<file path="src/rtl/multiplier_taint_radix.sv">
// Radix-2^STEP shift-add multiplier (signed/unsigned) with coarse 1-bit taint; latency WIDTH/STEP+1 cycles from accept to productDone.
// No backpressure: start is ignored while busy, and the product is held until the next operation completes.
module multiplier_taint_radix #(
  parameter int WIDTH = 32,
  parameter int STEP  = 2
) (
  input  logic                 clk,
  input  logic                 rst,
  input  logic                 start,
  input  logic                 start_t,
  input  logic                 signed_mode,
  input  logic                 signed_mode_t,
  input  logic [WIDTH-1:0]     multiplier,
  input  logic                 multiplier_t,
  input  logic [WIDTH-1:0]     multiplicand,
  input  logic                 multiplicand_t,
  output logic                 busy,
  output logic                 busy_t,
  output logic [2*WIDTH-1:0]   product,
  output logic                 product_t,
  output logic                 productDone,
  output logic                 productDone_t
);

  localparam int N  = WIDTH / STEP;
  localparam int CW = (N > 1) ? $clog2(N) : 1;
  localparam int SW = 2 * WIDTH + 1;

  if (((WIDTH % STEP) != 0) || (WIDTH < 4) || (STEP < 1)) begin : g_param_check
    $error("multiplier_taint_radix: WIDTH must be >= 4 and a multiple of STEP");
  end

  typedef enum logic [1:0] {IDLE, CALC, DONE} state_t;

  state_t           state, state_nx;
  logic             accept;
  logic             last;
  logic             noevt_nx, noevt_q;
  logic [CW-1:0]    cnt;
  logic [WIDTH-1:0] a_reg;
  logic [SW-1:0]    b_reg;
  logic [SW-1:0]    sum, sum_nx;
  logic [SW-1:0]    dig_ext;
  logic             sign_bit;
  logic             sm_q;
  logic             d_t, c_t;

  always_ff @(posedge clk) begin
    if (rst) state <= IDLE;
    else     state <= state_nx;
  end

  always_comb begin
    state_nx      = state;
    accept        = 1'b0;
    busy          = 1'b0;
    busy_t        = 1'b0;
    productDone   = 1'b0;
    productDone_t = noevt_q;
    case (state)
      IDLE: begin
        if (start) begin
          accept   = 1'b1;
          state_nx = CALC;
        end
      end
      CALC: begin
        busy   = 1'b1;
        busy_t = c_t;
        if (last) state_nx = DONE;
      end
      DONE: begin
        busy          = 1'b1;
        busy_t        = c_t;
        productDone   = 1'b1;
        productDone_t = c_t;
        state_nx      = IDLE;
      end
      default: state_nx = IDLE;
    endcase
  end

  // A tainted start that is low still taints the accept decision: flag a tainted "no-event".
  assign noevt_nx = (state == IDLE) && !start && start_t;
  assign last     = (cnt == CW'(N - 1));

  // In signed mode the top digit carries negative weight, giving sext(A) without a separate fix-up.
  assign sign_bit = sm_q && last && a_reg[STEP-1];
  assign dig_ext  = {{(2*WIDTH-STEP){sign_bit}}, sign_bit, a_reg[STEP-1:0]};
  assign sum_nx   = sum + b_reg * dig_ext;

  always_ff @(posedge clk) begin
    if (rst) begin
      noevt_q   <= 1'b0;
      cnt       <= '0;
      a_reg     <= '0;
      b_reg     <= '0;
      sum       <= '0;
      sm_q      <= 1'b0;
      d_t       <= 1'b0;
      c_t       <= 1'b0;
      product   <= '0;
      product_t <= 1'b0;
    end else begin
      noevt_q <= noevt_nx;
      if (noevt_nx) product_t <= 1'b1;
      if (accept) begin
        a_reg <= multiplier;
        b_reg <= signed_mode ? {{(WIDTH+1){multiplicand[WIDTH-1]}}, multiplicand}
                             : {{(WIDTH+1){1'b0}}, multiplicand};
        sum   <= '0;
        cnt   <= '0;
        sm_q  <= signed_mode;
        d_t   <= multiplier_t | multiplicand_t | signed_mode_t;
        c_t   <= start_t;
      end
      if (state == CALC) begin
        sum   <= sum_nx;
        a_reg <= a_reg >> STEP;
        b_reg <= b_reg << STEP;
        cnt   <= cnt + CW'(1);
        if (last) begin
          product   <= sum_nx[2*WIDTH-1:0];
          product_t <= d_t | c_t;
        end
      end
    end
  end

endmodule
</file>
<file path="config.mk">
export PLATFORM = sky130hd
export DESIGN_NAME = multiplier_taint_radix
export DESIGN_NICKNAME = d
export VERILOG_FILES = /design/src/rtl/multiplier_taint_radix.sv
export SDC_FILE = /design/constraint.sdc
export NUM_CORES = 1
export LEC_CHECK = 0
export CAP_MARGIN = 20
export CORE_MARGIN = 2
export CORE_UTILIZATION = 45
export CTS_CLUSTER_SIZE = 28
export DETAILED_ROUTE_END_ITERATION = 12
export GPL_TIMING_DRIVEN = 1
export PLACE_DENSITY = 0.67
export SLEW_MARGIN = 20
export SYNTH_ARGS = -nofsm -noshare
export SYNTH_HDL_FRONTEND = slang
export SYNTH_SLANG_ARGS = --single-unit
</file>
<file path="constraint.sdc">
create_clock -name clk -period 4.9 [get_ports clk]
set_input_delay 0.98 -clock clk [delete_from_list [all_inputs] [get_ports clk]]
set_output_delay 0.98 -clock clk [all_outputs]
set_load 0.01 [all_outputs]
</file>
==> results of run 1 <==
-- final cells by class --
class	instances	area share
multi-input combinational	1822	0.567
sequential	235	0.204
timing repair buffer	401	0.150
clock buffer	38	0.0351
tap	518	0.0281
clock inverter	13	0.00913
inverter	35	0.00571
-- cell usage in the layout (no fill, tap or decap), types with 6 or more instances in the layout --
cell type and instances:
a21o_1 35, nor2_1 274, clkdlybuf4s50_1 139, o21ai_1 13, and3_1 10, o211ai_1 10
nor3_1 17, buf_6 11, or2_2 9, buf_4 247, inv_1 34, nand2_1 353
or3_1 6, o21bai_1 9, o21ai_0 43, clkbuf_16 29, nand4_1 35, xor2_1 19
or4_1 10, ha_1 114, fa_1 122, nor2b_1 7, ha_2 9, a21oi_1 324
o21a_1 9, and2_1 125, a21oi_2 18, ha_4 7, nand3_1 38, dfxtp_1 232
a31oi_1 12, clkbuf_8 7, xnor2_1 21, a211oi_1 9, xor2_2 6, nand2_2 8
-- final timing paths --
path	startpoint	endpoint	cells after the start
min	product[25]$_SDFFE_PP0P_	product[25]$_SDFFE_PP0P_	2
max	cnt[1]$_SDFFE_PP0P_	product[60]$_SDFFE_PP0P_	21
min reg2reg	product[25]$_SDFFE_PP0P_	product[25]$_SDFFE_PP0P_	2
max reg2reg	cnt[1]$_SDFFE_PP0P_	product[60]$_SDFFE_PP0P_	21
-- power breakdown --
part           switching [mW]  internal [mW]  total [mW]
Combinational           0.508          0.296       0.804
Clock                   0.884           1.42        2.30
Sequential             0.0818           1.99        2.08
Total                    1.47           3.71        5.18
-- Yosys cell counts, types with 3 or more instances --
cell / count
nand2b_1: 4
nand2_1: 362
dfxtp_1: 235
or3_1: 8
nand4_1: 35
nand3b_1: 4
nor4_1: 5
clkbuf_1: 140
o31ai_1: 8
mux2_2: 3
and3_1: 11
o31a_1: 4
mux2i_1: 3
or4_1: 10
a21o_1: 35
a21oi_1: 344
fa_1: 124
o21bai_1: 11
o21a_1: 9
nor2_1: 281
a211o_1: 6
xnor2_1: 28
nor4b_1: 5
o22ai_1: 4
a22o_1: 5
a311oi_1: 3
o211ai_1: 10
inv_1: 35
xor2_1: 27
a211oi_1: 12
a31oi_1: 14
nor2b_1: 8
o21ai_0: 61
buf_1: 13
ha_1: 130
a21boi_1: 4
and4_1: 5
nor3_1: 18
or2_2: 11
and2_1: 127
nand3_1: 41
-- worst max-delay path, stage by stage, from the launching register on --
cell      delay, ps
dfxtp_2         360
ha_4            140
and3_4          200
nand3_4          90
or2_4           260
fa_1            480
fa_1            500
inv_1            50
fa_1            440
ha_2            200
inv_2            50
fa_2            200
nor2b_2          50
o311a_1         380
o21ai_2         160
nand2_2         110
a311oi_4        230
buf_6           160
a21oi_4         100
o31a_1          310
a31o_1          210
a211o_1         260
-- cell families (layout without fill, tap and decap cells) --
kind of cell | after synthesis | after routing | share of synthesized area
and+or+nand+nor | 943 | 943 | 0.242
AOI/OAI and AO/OA | 564 | 564 | 0.189
adders and majority gates | 254 | 254 | 0.232
DFF | 235 | 235 | 0.266
buffers and inverters | 191 | 487 | 0.0407
xor gates and xnor gates | 55 | 55 | 0.0272
muxes | 6 | 6 | 0.00360
-- per-layer routing --
layer | vias to the layer above | track usage | wire, um
met5 | - | 0 | 0
met4 | 0 | 0.0560 | 874
met3 | 58 | 0.0268 | 2940
met2 | 467 | 0.399 | 23700
met1 | 8130 | 0.363 | 24900
li1 | 8233 | - | -
-- repair_timing --
| action | CTS | global route |
|---|---|---|
| cloned | 0 | 1 |
| endpoints found under the hold margin | 0 | 0 |
| endpoints found under the setup margin | 61 | 77 |
| buffers inserted | 10 | 12 |
| pin swaps | 22 | 37 |
| gates resized for setup | 51 | 115 |
==> impl_results.md, run 1 <==
- Max cap viols: 0
- Leakage: 10.5 nW
- Cell area after layout: 23000 um^2
- Clock skew: 32.0 ps
- Worst setup EP type: flop
- CTS tree: yes
- Place WS: -382 ps
- Layout cells sized above 1: 0.179
- Fin crit share: 1.03
- Clock Pin Slew Worst Setup and Hold Paths: 60 ps
- Overflow after GRT: 0
- Clock Latency Late Sink: 580 ps
- Placement Cell Area: 21100 um^2
- Final wirelength: 52400 um
- N_diodes: 0
- Die height: 202 um
- Starting Density: 0.457
- Fillers: 3478
- Synth area leaders: dfxtp_1 27%, fa_1 14%, a21oi_1 9.7%
- PwrDens: 225 nW/um^2
- Mapped Area: 17700 um^2
- Crit path max fanout: 7
- Vias: 16900
- Period minus WS final: 5040 ps
- Die area: 40900 um^2
- CTS Hold Bufs: 0
- Register area share after synthesis: 0.266
- CTS Buf Count: 28
- Failing checks: negative setup slack
- Most used DFF post-synth: dfxtp_1
- Outcome: finished with violations
- Peak Freq: 0.198 GHz
- Nets: 2849
- Routability cong.: 0.926
- Clock root buffer: clkbuf_16
- Largest net degree at the start of global routing: 106
- DIE WIDTH: 202 um
- Vias in the first global route: 16500
- Tot Pwr: 5.18 mW
- Number of synthesized flops with an enable pin: 0
- FFs w/ async S/R, synth: 0
- VDD IR-drop max: 0.265 mV
- Final Hold Fails: 0
- Mapped Cells: 2248
- Worst hold path type: reg2reg
- RSZ-0062 raised after global routing: true
- Core area: 38700 um^2
- Ys Warns: 0
- # setup viols final: 25
- Detailed placement HPWL: 38600 um
- Mapped Avg Cell Area: 7.88 um^2
- Placed cells: 2992
- Reg area: 4710 um^2
- Initial antenna violation count: 0
- 1st-iter DRT viols: 1082
- Slew Viols, Final: 0
- Setup TNS: -1760 ps
- Post-synthesis cell type count: 73
- Critical path class: reg2reg
- Multi-input gate area: 13100 um^2
- Post-layout util: 0.594
- Post-synth top area share: 0.266
- DRC: 0
- WP data arrival: 5510 ps
- Final worst slack: -142 ps
- Non-filler cells, final: 3062
- Row cnt: 72
- # port buffers: 140
- Final antenna-violating net count: 0
- R2r setup slk: -140 ps
- Total track usage: 0.250
- Max clock buf depth: 3
- Largest area contributor in the netlist: dfxtp_1
- Syn nets: 2574
- Sink Count: 235
- Router iterations before antenna repair: 6
- Critical Path RT: 5370 ps
- CTS H-tree depth: 1
- Crit start category: flop
- Wire per inst: 17.1 um
- #FFs+latches synth: 235
- Rel. slew slack: 0.326
- Vias/cell: 5.52
- First-pass GRT wire length: 84400 um
- WHS: 452 ps
- Slew @ Worst Pin: 1010 ps
- I/O pin cnt: 141
- Area grow syn2layout: 30.0%
Power figures use the tool's default switching activity.
==> run 2, diff against run 1 <==
Settings changed: DONT_BUFFER_PORTS set to 1, PLACE_DENSITY 0.67 to not set, PLACE_DENSITY_LB_ADDON set to 0.2.
==> impl_results.md, run 2 (same netlist as run 1, synthesis figures left out) <==
- Outcome: finished with violations
- Failing checks: negative setup slack
- # port buffers: 0 (-100%)
- Clock root buffer: clkbuf_16
- Commonest non-fill, non-tap cell in the layout: nand2_1
- Setup TNS: -1340 ps (+423 ps)
- Worst Path Buf+Inv: 4 (+1)
- WHS: 462 ps (+10.6 ps)
- Max cap viols: 0 (unchanged)
- CTS Hold Bufs: 0 (unchanged)
- Nets: 2728 (-4.2%)
- CTS Buf Count: 29 (+3.6%)
- Row cnt: 72 (unchanged)
- Vias/cell: 5.51 (-0.12%)
- Detailed placement HPWL: 38300 um (-0.65%)
- Crit start category: flop
- Area grow syn2layout: 25.0%
- Worst setup EP type: flop
- Slew Viols, Final: 0 (unchanged)
- Cell area after layout: 22100 um^2 (-3.9%)
- Most used cell, CP: fa_1
- Non-filler cells, final: 2944 (-3.9%)
- Total track usage: 0.255 (+0.00544)
- WHS Endpoint: a_reg[30]$_SDFFE_PP0P_
- Slew @ Worst Pin: 922 ps (-88.8 ps)
- Layout cells sized above 1: 0.210 (+0.0307)
- Worst hold path type: reg2reg
- Starting Density: 0.457 (unchanged)
- Wire per inst: 18.0 um (+4.8%)
- CTS H-tree depth: 1 (unchanged)
- Period minus WS final: 5030 ps (-8.72 ps)
- Core area: 38700 um^2 (unchanged)
- Fin crit share: 1.03 (-0.00178)
- Peak Freq: 0.199 GHz (+0.17%)
- Leakage: 10.1 nW (-3.5%)
- # setup viols final: 25 (unchanged)
- Vias: 16200 (-4.0%)
- Reg area: 4710 um^2 (unchanged)
- Tot Pwr: 5.06 mW (-2.3%)
- Sink Count: 235 (unchanged)
- RSZ-0062 raised after global routing: true
- Die height: 202 um (unchanged)
- Placement Cell Area: 19700 um^2 (-6.5%)
- First-pass GRT wire length: 84800 um (+0.48%)
- Fillers: 3553 (+2.2%)
- 1st-iter DRT viols: 985 (-9.0%)
- DRC: 0 (unchanged)
- DIE WIDTH: 202 um (unchanged)
- I/O pin cnt: 141 (unchanged)
- Reg2Reg Capture Point: sum[60]$_SDFFE_PP0P_
- Largest net degree at the start of global routing: 215 (+100%)
- Clock Latency Late Sink: 590 ps (about the same)
- Rel. slew slack: 0.385 (+0.0592)
- Vias in the first global route: 15800 (-4.3%)
- Hold depth: 2 (unchanged)
- VDD IR-drop max: 0.244 mV (-7.9%)
- Critical Path RT: 5370 ps (about the same)
- R2r setup slk: -130 ps (about the same)
- CTS tree: yes
- Critical path's top delay family: adder cells
- Final wirelength: 52900 um (+0.81%)
- Routability cong.: 0.903 (-2.4%)
- WP data arrival: 5510 ps (about the same)
- Clock Pin Slew Worst Setup and Hold Paths: 60 ps (about the same)
- Router iterations before antenna repair: 6 (unchanged)
- Critical path class: reg2reg
- Final antenna-violating net count: 0 (unchanged)
- Final Hold Fails: 0 (unchanged)
- Clock skew: 12.7 ps (-19.3 ps)
- Cell Chain, Critical Path: ha_4 -> and3_4 -> nand3_4 -> or2_4 -> fa_1 -> fa_1 -> inv_1 -> fa_1 -> ha_2 -> inv_2 -> fa_2 -> nor2b_4 -> o311a_4 -> o21ai_2 -> nand2_2 -> a311oi_4 -> buf_6 -> a21oi_4 -> buf_6 -> o31a_1 -> a31o_1 -> a211o_1
- PwrDens: 229 nW/um^2 (+1.7%)
- Post-layout util: 0.571 (-0.0231)
- Final worst slack: -134 ps (+8.72 ps)
- Placed cells: 2854 (-4.6%)
- Most frequent cells in the layout: 354 x nand2_1, 322 x a21oi_1, 268 x nor2_1
- Initial antenna violation count: 1 (+1)
- Die area: 40900 um^2 (unchanged)
- Crit path max fanout: 4 (-3)
- Worst r2r path cells: 22 (+4.8%)
- Hold path startpoint: a_reg[30]$_SDFFE_PP0P_
- Overflow after GRT: 0 (unchanged)
- Worst r2r src: cnt[1]$_SDFFE_PP0P_
- CP max stage delay: 500 ps (about the same)
- Critical Path Slowest Stage Cell: fa_1
- Place WS: -451 ps (-69.1 ps)
- Max clock buf depth: 3 (unchanged)
- Multi-input gate area: 13400 um^2 (+2.5%)
[run 2: tightest hold or removal path: cells and delay by family, from the launching register on]
kind | cells | cell delay (ps)
AOI/OAI and AO/OA | 1 | 50
DFF | 1 | 310
and+or+nand+nor | 1 | 50
[run 2: per-layer routing]
| metal | vias up | GRT usage | routed length (um) |
|---|---|---|---|
| met5 | - | 0 | 0 |
| met2 | 410 | 0.388 | 22900 |
| li1 | 7980 | - | - |
| met1 | 7748 | 0.374 | 25500 |
| met3 | 80 | 0.0424 | 3160 |
| met4 | 0 | 0.0660 | 1330 |
[run 2: final cells by class]
type	instances	area share
multi-input cells	1822	0.605
flip-flops and latches	235	0.213
repair buffers	279	0.102
clock buffers	37	0.0364
well taps	518	0.0293
clock inverters	16	0.00871
inverters	35	0.00594
diodes	2	0.000226
[run 2: worst max-delay path by stage]
stage / from / slack (ps) / cells past startpoint / end
after detailed placement: cnt[1]$_SDFFE_PP0P_ / -450 / 18 / sum[61]$_SDFFE_PP0P_
after floorplan: cnt[1]$_SDFFE_PP0P_ / -110 / 21 / product[60]$_SDFFE_PP0P_
final: cnt[1]$_SDFFE_PP0P_ / -130 / 22 / sum[60]$_SDFFE_PP0P_
after CTS: cnt[1]$_SDFFE_PP0P_ / -120 / 22 / sum[60]$_SDFFE_PP0P_
after global placement: cnt[1]$_SDFFE_PP0P_ / -410 / 22 / product[40]$_SDFFE_PP0P_
after global routing: cnt[1]$_SDFFE_PP0P_ / -350 / 20 / product[63]$_SDFFE_PP0P_
[run 2: timing repair]
item / CTS / global route
pin swaps: 34 / 55
gates cloned: 1 / 0
resized for setup: 97 / 129
setup buffers: 24 / 15
endpoints found under the setup margin: 69 / 82
[run 2: power breakdown]
group | switching, mW | total [mW] | internal [mW]
Combinational | 0.476 | 0.727 | 0.251
Clock | 0.928 | 2.26 | 1.33
Sequential | 0.0850 | 2.08 | 1.99
Total | 1.49 | 5.06 | 3.57
==> run 3, diff against run 2 <==
Clock period 4.9 ns to 5.9 ns, I/O delays scaled along.
==> impl_results.md, run 3 (same netlist as run 1, synthesis figures left out) <==
- Overflow after GRT: 0 (unchanged)
- Final wirelength: 49900 um (-5.6%)
- Non-filler cells, final: 2706 (-8.1%)
- Routability cong.: 0.903 (about the same)
- Most frequent cells in the layout: 359 x nand2_1, 344 x a21oi_1, 280 x nor2_1
- Vias: 15400 (-5.0%)
- Die height: 202 um (unchanged)
- Critical path class: reg2reg
- Die area: 40900 um^2 (unchanged)
- Clock root buffer: clkbuf_16
- Sink Count: 235 (unchanged)
- Clock group share of total power: 0.458 (+0.012)
- Rel. slew slack: 0.296 (-0.0898)
- Internal: 2.97 mW (-17%)
- Max cap viols: 0 (unchanged)
- Final Hold Fails: 0 (unchanged)
- Slew @ Worst Pin: 1060 ps (+134 ps)
- DIE WIDTH: 202 um (unchanged)
- Worst hold path type: reg2reg
- Slew Viols, Final: 0 (unchanged)
- Critical Path RT: 6390 ps (+1020 ps)
- PwrDens: 218 nW/um^2 (-4.7%)
- I/O pin cnt: 141 (unchanged)
- Setup crit end: sum[60]$_SDFFE_PP0P_
- Crit start category: flop
- Sw Share: 0.289 (-0.00547)
- Peak Freq: 0.179 GHz (-10%)
- # setup viols final: 0 (-100%)
- Critical Path Start: cnt[0]$_SDFFE_PP0P_
- Initial antenna violation count: 1 (unchanged)
- Nets: 2489 (-8.8%)
- Commonest non-fill, non-tap cell in the layout: nand2_1
- Vias in the first global route: 14900 (-5.8%)
- Net Sw Power: 1.21 mW (-19%)
- CTS Hold Bufs: 0 (unchanged)
- RSZ-0062 raised after global routing: false
- Worst r2r path cells: 22 (unchanged)
- Row cnt: 72 (unchanged)
- Comb power frac: 0.128 (-0.016)
- Vias/cell: 5.69 (+3.3%)
- Detailed placement HPWL: 35800 um (-6.5%)
- Leakage: 8.75 nW (-13%)
- CTS H-tree depth: 1 (unchanged)
- Reg2Reg Capture Point: sum[60]$_SDFFE_PP0P_
- Placed cells: 2646 (-7.3%)
- Largest net degree at the start of global routing: 215 (unchanged)
- Worst setup EP type: flop
- Final antenna-violating net count: 0 (unchanged)
- Clock Pin Slew Worst Setup and Hold Paths: 60 ps (about the same)
- Core area: 38700 um^2 (unchanged)
- Total track usage: 0.244 (-0.0113)
- Outcome: finished, final reports clean
- Area grow syn2layout: 8.20%
- WP data arrival: 6080 ps (+570 ps)
- Wire per inst: 18.5 um (+2.8%)
- Crit path max fanout: 6 (+2)
- R2r setup slk: 300 ps (+440 ps)
- 1st-iter DRT viols: 925 (-6.1%)
- Layout cells sized above 1: 0.0586 (-0.151)
- Seq pwr share: 0.414 (+0.003)
- Clock Latency Late Sink: 590 ps (about the same)
- Starting Density: 0.457 (unchanged)
- Max clock buf depth: 3 (unchanged)
- First-pass GRT wire length: 81100 um (-4.3%)
- Fin crit share: 0.949 (-0.0788)
- Period minus WS final: 5600 ps (+562 ps)
- WHS: 454 ps (-8.80 ps)
- Post-layout util: 0.495 (-0.0767)
- Clock skew: 27.5 ps (+14.8 ps)
- CTS Buf Count: 30 (+3.4%)
- Worst r2r src: cnt[0]$_SDFFE_PP0P_
- # port buffers: 0 (unchanged)
- Setup TNS: 0 ps (+1340 ps)
- DRC: 0 (unchanged)
- CTS tree: yes
- Router iterations before antenna repair: 6 (unchanged)
- VDD IR-drop max: 0.207 mV (-15%)
## run 3: cell count changes in the layout (fill, tap and decap cells not counted), sizes merged
cell / change
buf: -239
bufbuf: -1
clkbuf: +5
clkinv: +3
clkinvlp: -5
inv: -1
## run 3: power by group through the flow
stage / sequential, mW / clock (mW) / combinational, mW
6_report: 1.73 / 1.91 / 0.535
5_1_grt: 1.74 / 2.03 / 0.607
4_1_cts: 1.73 / 1.96 / 0.536
3_5_place_dp: 1.76 / 0 / 0.532
3_3_place_gp: 1.76 / 0 / 0.525
2_1_floorplan: 1.73 / 0 / 0.431
## run 3: critical path, stage by stage, from the launching register on
cell      delay, ps
dfxtp_1         370
ha_1            200
and3_1          200
nand3_2         100
or2_2           300
fa_1            520
fa_1            520
inv_1            60
fa_1            470
ha_1            240
inv_1            70
fa_1            190
nor2b_1          70
o311a_1         320
o21ai_1         220
nand2_2         120
a311oi_4        260
buf_4           190
a21oi_4          80
buf_12          140
o31a_1          330
a31o_1          260
a211o_1         250
## run 3: stage by stage
| step | setup WS [ps] | cell area (um^2) | power (mW) |
|---|---|---|---|
| after floorplan | 541 | 17700 | 2.16 |
| after global placement | 389 | 18100 | 2.28 |
| after detailed placement | 299 | 18100 | 2.29 |
| after CTS | 281 | 19100 | 4.23 |
| after global routing | 17.6 | 19200 | 4.37 |
| final | 304 | 19200 | 4.18 |
## run 3: worst min-delay path by stage
stage	from	to	slack [ps]	cells past startpoint
after global routing	a_reg[30]$_SDFFE_PP0P_	a_reg[30]$_SDFFE_PP0P_	480	2
after floorplan	a_reg[30]$_SDFFE_PP0P_	a_reg[30]$_SDFFE_PP0P_	440	2
after detailed placement	a_reg[30]$_SDFFE_PP0P_	a_reg[30]$_SDFFE_PP0P_	450	2
final	a_reg[30]$_SDFFE_PP0P_	a_reg[30]$_SDFFE_PP0P_	450	2
after CTS	a_reg[30]$_SDFFE_PP0P_	a_reg[30]$_SDFFE_PP0P_	460	2
after global placement	a_reg[31]$_SDFFE_PP0P_	a_reg[31]$_SDFFE_PP0P_	440	2
## run 3: timing repair
item,4_1_cts,5_1_grt
endpoints found under the hold margin,0,0
setup endpoints to repair,0,12
setup buffers,0,3
resized for setup,0,3
## run 3: layer usage
layer	wire, um	up-vias	GRT usage
met3	2750	62	0.0332
met2	21400	388	0.376
li1	-	7525	-
met1	24800	7430	0.362
met4	899	0	0.0519
met5	0	-	0
## run 3: layout make-up
type | instances | area [um^2]
clock buffer | 42 | 866
multi-input combinational | 1822 | 12300
tap | 518 | 648
antenna | 2 | 5.00
clock inverter | 13 | 169
timing repair buffer | 39 | 309
fill | 3867 | 19600
sequential | 235 | 4710
inverter | 35 | 131
